File: src/rtl/adder_pkg.sv
// Shared types and helpers for the nibble-serial adder sequencer.
// Provides the controller state enum, the slice width and an index-width helper.
package adder_pkg;

  localparam int unsigned NIBBLE_W = 4;

  typedef enum logic [1:0] {
    ST_IDLE = 2'd0,
    ST_RUN  = 2'd1,
    ST_DONE = 2'd2
  } state_e;

  // Width of a counter over nib steps, never narrower than one bit.
  function automatic int unsigned idx_width(input int unsigned nib);
    return (nib <= 1) ? 1 : $clog2(nib);
  endfunction

endpackage

File: src/rtl/cla_4bit_slice.sv
// Combinational 4-bit carry-lookahead adder slice.
// Ports: a, b (addends), cin (carry in), s (sum), cout (carry out of bit 3).
module cla_4bit_slice (
  input  logic [3:0] a,
  input  logic [3:0] b,
  input  logic       cin,
  output logic [3:0] s,
  output logic       cout
);

  logic [3:0] g;
  logic [3:0] p;
  logic [4:0] c;

  assign g = a & b;
  assign p = a ^ b;

  // Every carry is expanded directly from generate/propagate terms.
  assign c[0] = cin;
  assign c[1] = g[0] | (p[0] & cin);
  assign c[2] = g[1] | (p[1] & g[0]) | (p[1] & p[0] & cin);
  assign c[3] = g[2] | (p[2] & g[1]) | (p[2] & p[1] & g[0])
              | (p[2] & p[1] & p[0] & cin);
  assign c[4] = g[3] | (p[3] & g[2]) | (p[3] & p[2] & g[1])
              | (p[3] & p[2] & p[1] & g[0]) | (p[3] & p[2] & p[1] & p[0] & cin);

  assign s    = p ^ c[3:0];
  assign cout = c[4];

endmodule

File: src/rtl/nibble_serial_adder_ctrl.sv
// WIDTH-bit add/subtract sequenced through one 4-bit CLA slice, LSB nibble first.
// Ports: clk, rst_n (sync, active-low); operand side in_valid/in_ready, a, b, cin, sub;
// result side out_valid/out_ready, sum, cout, ovf; busy while RUN or DONE.
module nibble_serial_adder_ctrl
  import adder_pkg::*;
#(
  parameter int unsigned WIDTH = 16
) (
  input  logic             clk,
  input  logic             rst_n,
  input  logic             in_valid,
  output logic             in_ready,
  input  logic [WIDTH-1:0] a,
  input  logic [WIDTH-1:0] b,
  input  logic             cin,
  input  logic             sub,
  output logic             out_valid,
  input  logic             out_ready,
  output logic [WIDTH-1:0] sum,
  output logic             cout,
  output logic             ovf,
  output logic             busy
);

  localparam int unsigned NIB   = WIDTH / NIBBLE_W;
  localparam int unsigned IDX_W = idx_width(NIB);

  if ((WIDTH % NIBBLE_W) != 0 || WIDTH < NIBBLE_W) begin : g_bad_width
    $error("nibble_serial_adder_ctrl: WIDTH must be a multiple of 4 and >= 4");
  end

  state_e             state_q, state_d;
  logic [IDX_W-1:0]   idx_q, idx_d;
  logic               carry_q, carry_d;
  logic [WIDTH-1:0]   a_q, a_d;
  logic [WIDTH-1:0]   b_q, b_d;
  logic [WIDTH-1:0]   work_q, work_d;
  logic [WIDTH-1:0]   sum_q, sum_d;
  logic               cout_q, cout_d;
  logic               ovf_q, ovf_d;

  logic [NIBBLE_W-1:0] slice_a;
  logic [NIBBLE_W-1:0] slice_b;
  logic [NIBBLE_W-1:0] slice_s;
  logic                slice_cout;

  cla_4bit_slice u_slice (
    .a    (slice_a),
    .b    (slice_b),
    .cin  (carry_q),
    .s    (slice_s),
    .cout (slice_cout)
  );

  // Operand nibble select for the current step.
  always_comb begin
    slice_a = '0;
    slice_b = '0;
    for (int i = 0; i < int'(NIB); i++) begin
      if (idx_q == IDX_W'(i)) begin
        slice_a = a_q[i*NIBBLE_W +: NIBBLE_W];
        slice_b = b_q[i*NIBBLE_W +: NIBBLE_W];
      end
    end
  end

  // Next-state and datapath update.
  always_comb begin
    state_d = state_q;
    idx_d   = idx_q;
    carry_d = carry_q;
    a_d     = a_q;
    b_d     = b_q;
    work_d  = work_q;
    sum_d   = sum_q;
    cout_d  = cout_q;
    ovf_d   = ovf_q;

    unique case (state_q)
      ST_IDLE: begin
        if (in_valid) begin
          state_d = ST_RUN;
          a_d     = a;
          b_d     = sub ? ~b : b;
          carry_d = sub ? 1'b1 : cin;
          idx_d   = '0;
          work_d  = '0;
        end
      end
      ST_RUN: begin
        for (int i = 0; i < int'(NIB); i++) begin
          if (idx_q == IDX_W'(i)) begin
            work_d[i*NIBBLE_W +: NIBBLE_W] = slice_s;
          end
        end
        carry_d = slice_cout;
        idx_d   = idx_q + IDX_W'(1);
        if (idx_q == IDX_W'(NIB - 1)) begin
          // Operand MSBs hold the effective signs captured at accept.
          sum_d   = work_d;
          cout_d  = slice_cout;
          ovf_d   = (a_q[WIDTH-1] == b_q[WIDTH-1]) && (work_d[WIDTH-1] != a_q[WIDTH-1]);
          state_d = ST_DONE;
        end
      end
      ST_DONE: begin
        if (out_ready) begin
          state_d = ST_IDLE;
        end
      end
      default: state_d = ST_IDLE;
    endcase
  end

  // State registers with synchronous reset.
  always_ff @(posedge clk) begin
    if (!rst_n) begin
      state_q <= ST_IDLE;
      idx_q   <= '0;
      carry_q <= 1'b0;
      a_q     <= '0;
      b_q     <= '0;
      work_q  <= '0;
      sum_q   <= '0;
      cout_q  <= 1'b0;
      ovf_q   <= 1'b0;
    end else begin
      state_q <= state_d;
      idx_q   <= idx_d;
      carry_q <= carry_d;
      a_q     <= a_d;
      b_q     <= b_d;
      work_q  <= work_d;
      sum_q   <= sum_d;
      cout_q  <= cout_d;
      ovf_q   <= ovf_d;
    end
  end

  assign in_ready  = rst_n && (state_q == ST_IDLE);
  assign out_valid = (state_q == ST_DONE);
  assign busy      = (state_q != ST_IDLE);
  assign sum       = sum_q;
  assign cout      = cout_q;
  assign ovf       = ovf_q;

endmodule

File: config.mk
export PLATFORM = sky130hd
export DESIGN_NAME = nibble_serial_adder_ctrl
export DESIGN_NICKNAME = d
export VERILOG_FILES = /design/src/rtl/adder_pkg.sv /design/src/rtl/cla_4bit_slice.sv /design/src/rtl/nibble_serial_adder_ctrl.sv
export SDC_FILE = /design/constraint.sdc
export NUM_CORES = 1
export LEC_CHECK = 0
export BUFFER_PORTS_ARGS = -buffer_cell sky130_fd_sc_hd__buf_2
export CAP_MARGIN = 10
export CORE_UTILIZATION = 36
export CTS_BUF_LIST = sky130_fd_sc_hd__clkbuf_16
export CTS_CLUSTER_SIZE = 28
export DETAILED_ROUTE_END_ITERATION = 16
export PLACE_DENSITY = 0.57
export SETUP_SLACK_MARGIN = 0.05
export SLEW_MARGIN = 0
export SYNTH_ARGS = -nofsm -noshare
export SYNTH_HDL_FRONTEND = slang
export SYNTH_SLANG_ARGS = --single-unit
File: constraint.sdc
create_clock -name clk -period 4.8 [get_ports clk]
set_clock_uncertainty 0.05 [all_clocks]
set_input_delay 1.2 -clock clk [delete_from_list [all_inputs] [get_ports clk]]
set_output_delay 1.2 -clock clk [all_outputs]
set_load 0.01 [all_outputs]
==> impl_metrics.csv <==
group,metric,value,unit
run_status,outcome,"finished, final reports clean",
yosys,synth_compound_area_frac,0.2575,
critical_path,critical_path_class,"reg -> reg",
clock_network,clk_pin_slew,50,ps
place,portBuffers,58,
detailed_routing,via_count,2838,
floorplan,pin_count,59,
critical_path,cp.arrival,3450,ps
yosys,synth_seq_area_share,0.3984,
global_routing,grt_overflow,0,
yosys,synthMuxAreaShare,0.01189,
sta,worst_pin_slew,803.0,ps
global_routing,antenna_found_initial,0,
global_routing,grtUsageTotal,0.1708,
detailed_routing,drc_errors,0,
clock_network,clock_path_buffers,2,
sta,fmax,0.3086,GHz
sta,hold_violations,0,
floorplan,dieArea,9744,um2
sta,final.period_utilization,0.6752,
place,hpwl,5.278,mm
sta,slew_violations,0,
yosys,synth_top_family_by_area,"compound AO/OA/AOI/OAI gates",
yosys,synth-simple-area-share,0.1906,
sta,rsz0062_at_grt,"false",
yosys,synth_edf_count,0,
detailed_routing,dr.pass1.iters,4,
yosys,ys.flop_type,"dfxtp_1",
detailed_routing,viasPerCell,5.188,
finish,nets,482,
yosys,synthAdderAreaFrac,0.03567,
floorplan,die-width,98.71,um
worst_hold_path,worstHoldPathType,"reg -> reg",
clock_network,ctsHoldBuffers,0,
sta,worst_slack,1559,ps
clock_network,post_cts_buffers,0,
floorplan,core,8891,um2
yosys,yosys_warnings,0,
sta,slew_headroom,0.4647,
finish,diodes,0,
finish,final_core_util,0.4372,
detailed_routing,drtIter0Drc,110,
yosys,synth_area_per_cell,8.502,um2
sta,hold_slack,404.5,ps
power_and_ir_drop,p_per_area,350.5,nW/um2
place,gp_congestion,0.7942,
sta,finalSetupTns,0,ps
finish,fillers,912,
global_routing,grt_max_degree,68,
clock_network,htreeDepth,3,
critical_path,critPathMaxFanout,23,
critical_path,critPathLaunchType,"flop",
sta,finalSetupViolCount,0,
clock_network,cts.sinks,67,
finish,syn_to_final_growth,15.46,%
global_routing,grt_pass1_wl,13.19,mm
floorplan,start_util,0.3787,
clock_network,clock_latency,330,ps
clock_network,cts-buffers-inserted,9,
clock_network,tritoncts,"yes",
run,drv_cap,0,
detailed_routing,wl_per_cell,14.16,um
yosys,ys_types,40,
yosys,syn_area,3367,um2
power_and_ir_drop,power,1.363,mW
yosys,netlist_instances,396,
critical_path,cp-end-kind,"flop",
clock_network,cts-root-buf,"clkbuf_16",
detailed_routing,wl,7.748,mm
power_and_ir_drop,vdd_drop_max,0.0001694,V
detailed_routing,final_antenna_net_count,0,
yosys,synth_xor_area_frac,0.04422,
place,post-place-ws,1640,ps
finish,drive_gt1_frac,0.1868,
yosys,async_flop_share,0,
clock_network,ctsResizeCount,0,
yosys,yosys_register_bits,67,
yosys,syn-num-nets,443,
floorplan,die_y,98.71,um
power_and_ir_drop,p_leak,1.732,nW
sta,min_period,3241,ps
floorplan,num_rows,34,
critical_path,crit_required,5010,ps
global_routing,grt_pass1_vias,2692,
-- cell usage after synthesis, types with 2 or more instances --
library cell | count | share of area
a21boi_0 | 22 | 0.049
a21boi_1 | 4 | 0.0089
a21o_1 | 4 | 0.0089
a21oi_1 | 27 | 0.040
a22oi_1 | 6 | 0.013
a311oi_1 | 2 | 0.0052
a31oi_1 | 3 | 0.0056
a32oi_1 | 3 | 0.0078
and2_1 | 4 | 0.0074
buf_2 | 13 | 0.019
buf_4 | 6 | 0.013
buf_6 | 2 | 0.0067
clkbuf_1 | 11 | 0.012
dfxtp_1 | 67 | 0.40
ha_1 | 8 | 0.030
inv_1 | 8 | 0.0089
mux2i_1 | 4 | 0.012
nand2_1 | 81 | 0.090
nand3_1 | 7 | 0.010
nand3b_1 | 7 | 0.016
nand4_1 | 9 | 0.017
nor2_1 | 11 | 0.012
nor2b_1 | 13 | 0.024
o211a_1 | 19 | 0.056
o211ai_1 | 3 | 0.0067
o21a_1 | 3 | 0.0067
o21ai_0 | 16 | 0.024
o21ai_2 | 5 | 0.013
xnor2_1 | 17 | 0.044
-- critical path: stages (launching register included) --
cell and delay, ps:
dfxtp_1 390, ha_1 710, inv_1 250, nand3_1 150, a311oi_1 120, a21o_1 200, ha_1 310, a21o_1 150
nand4_1 350, a31o_2 330, a31oi_1 150
-- flip-flops by register name, summed over array words and instances (netlist names) --
signal and flops:
b_q 16, a_q 16, carry_q 1, idx_q 2, state_q 2, sum 16, cout 1, ovf 1
work_q 12
-- layer usage --
layer | vias up | global-route usage | wire [um]
met4 | 0 | 0.05855 | 97
li1 | 1448 | - | -
met1 | 1331 | 0.2366 | 4039
met2 | 50 | 0.2638 | 3346
met3 | 9 | 0.03617 | 265
met5 | - | 0 | 0
-- placed cells by master, fill, tap and decap left out, types with 3 or more instances in the layout --
| master | netlist | routed |
|---|---|---|
| o21ai_0 | 16 | 16 |
| ha_1 | 8 | 8 |
| a21boi_1 | 4 | 4 |
| o211ai_1 | 3 | 3 |
| a21o_1 | 4 | 4 |
| nand3b_1 | 7 | 7 |
| a32oi_1 | 3 | 3 |
| and2_1 | 4 | 4 |
| o21ai_2 | 5 | 5 |
| nand4_1 | 9 | 9 |
| o21a_1 | 3 | 3 |
| buf_2 | 13 | 58 |
| clkbuf_16 | 0 | 9 |
| a31oi_1 | 3 | 3 |
| nor2_1 | 11 | 11 |
| nand2_1 | 81 | 81 |
| a21oi_1 | 27 | 27 |
| o211a_1 | 19 | 19 |
| nor2b_1 | 13 | 13 |
| a22oi_1 | 6 | 6 |
| clkinv_1 | 0 | 3 |
| nand3_1 | 7 | 7 |
| xnor2_1 | 17 | 17 |
| inv_1 | 8 | 9 |
| mux2i_1 | 4 | 4 |
| dfxtp_1 | 67 | 67 |
| buf_4 | 6 | 3 |
| a21boi_0 | 22 | 22 |
-- through the flow --
step,cells,instance area (um2)
after floorplan,396,3367
after global placement,532,3637
after detailed placement,532,3637
after CTS,547,3887
after global routing,547,3887
final,547,3887
-- area by class of cell --
type,instances,area [um2],area share
sequential,67,1341,0.3450
clock inverter,6,25.02,0.006437
multi-input combinational,288,1818,0.4677
inverter,8,30.03,0.007724
clock buffer,9,225.2,0.05793
timing repair buffer,61,312.8,0.08046
tap,108,135.1,0.03476
-- kinds of logic after synthesis --
group           Yosys count
xor+xnor                 17
compound gates          121
flops                    67
buf+inv                  41
mux                       4
simple gates            137
fa+ha+maj                 9
-- power by group --
| part | total, mW | internal (mW) | switching, mW |
|---|---|---|---|
| sequential | 0.601 | 0.583 | 0.0180 |
| combinational | 0.201 | 0.0832 | 0.117 |
| clock | 0.561 | 0.336 | 0.224 |
-- path summary, 6_finish.rpt --
kind | cells past startpoint | slack [ps] | end | startpoint
worst min-delay path | 2 | 400 | a_q[14] | a_q[14]
worst max register to register | 10 | 1560 | ovf | idx_q[0]
worst max-delay path | 10 | 1560 | ovf | idx_q[0]
worst min register to register | 2 | 400 | a_q[14] | a_q[14]
Note: power is estimated with default switching activity, not from simulation.
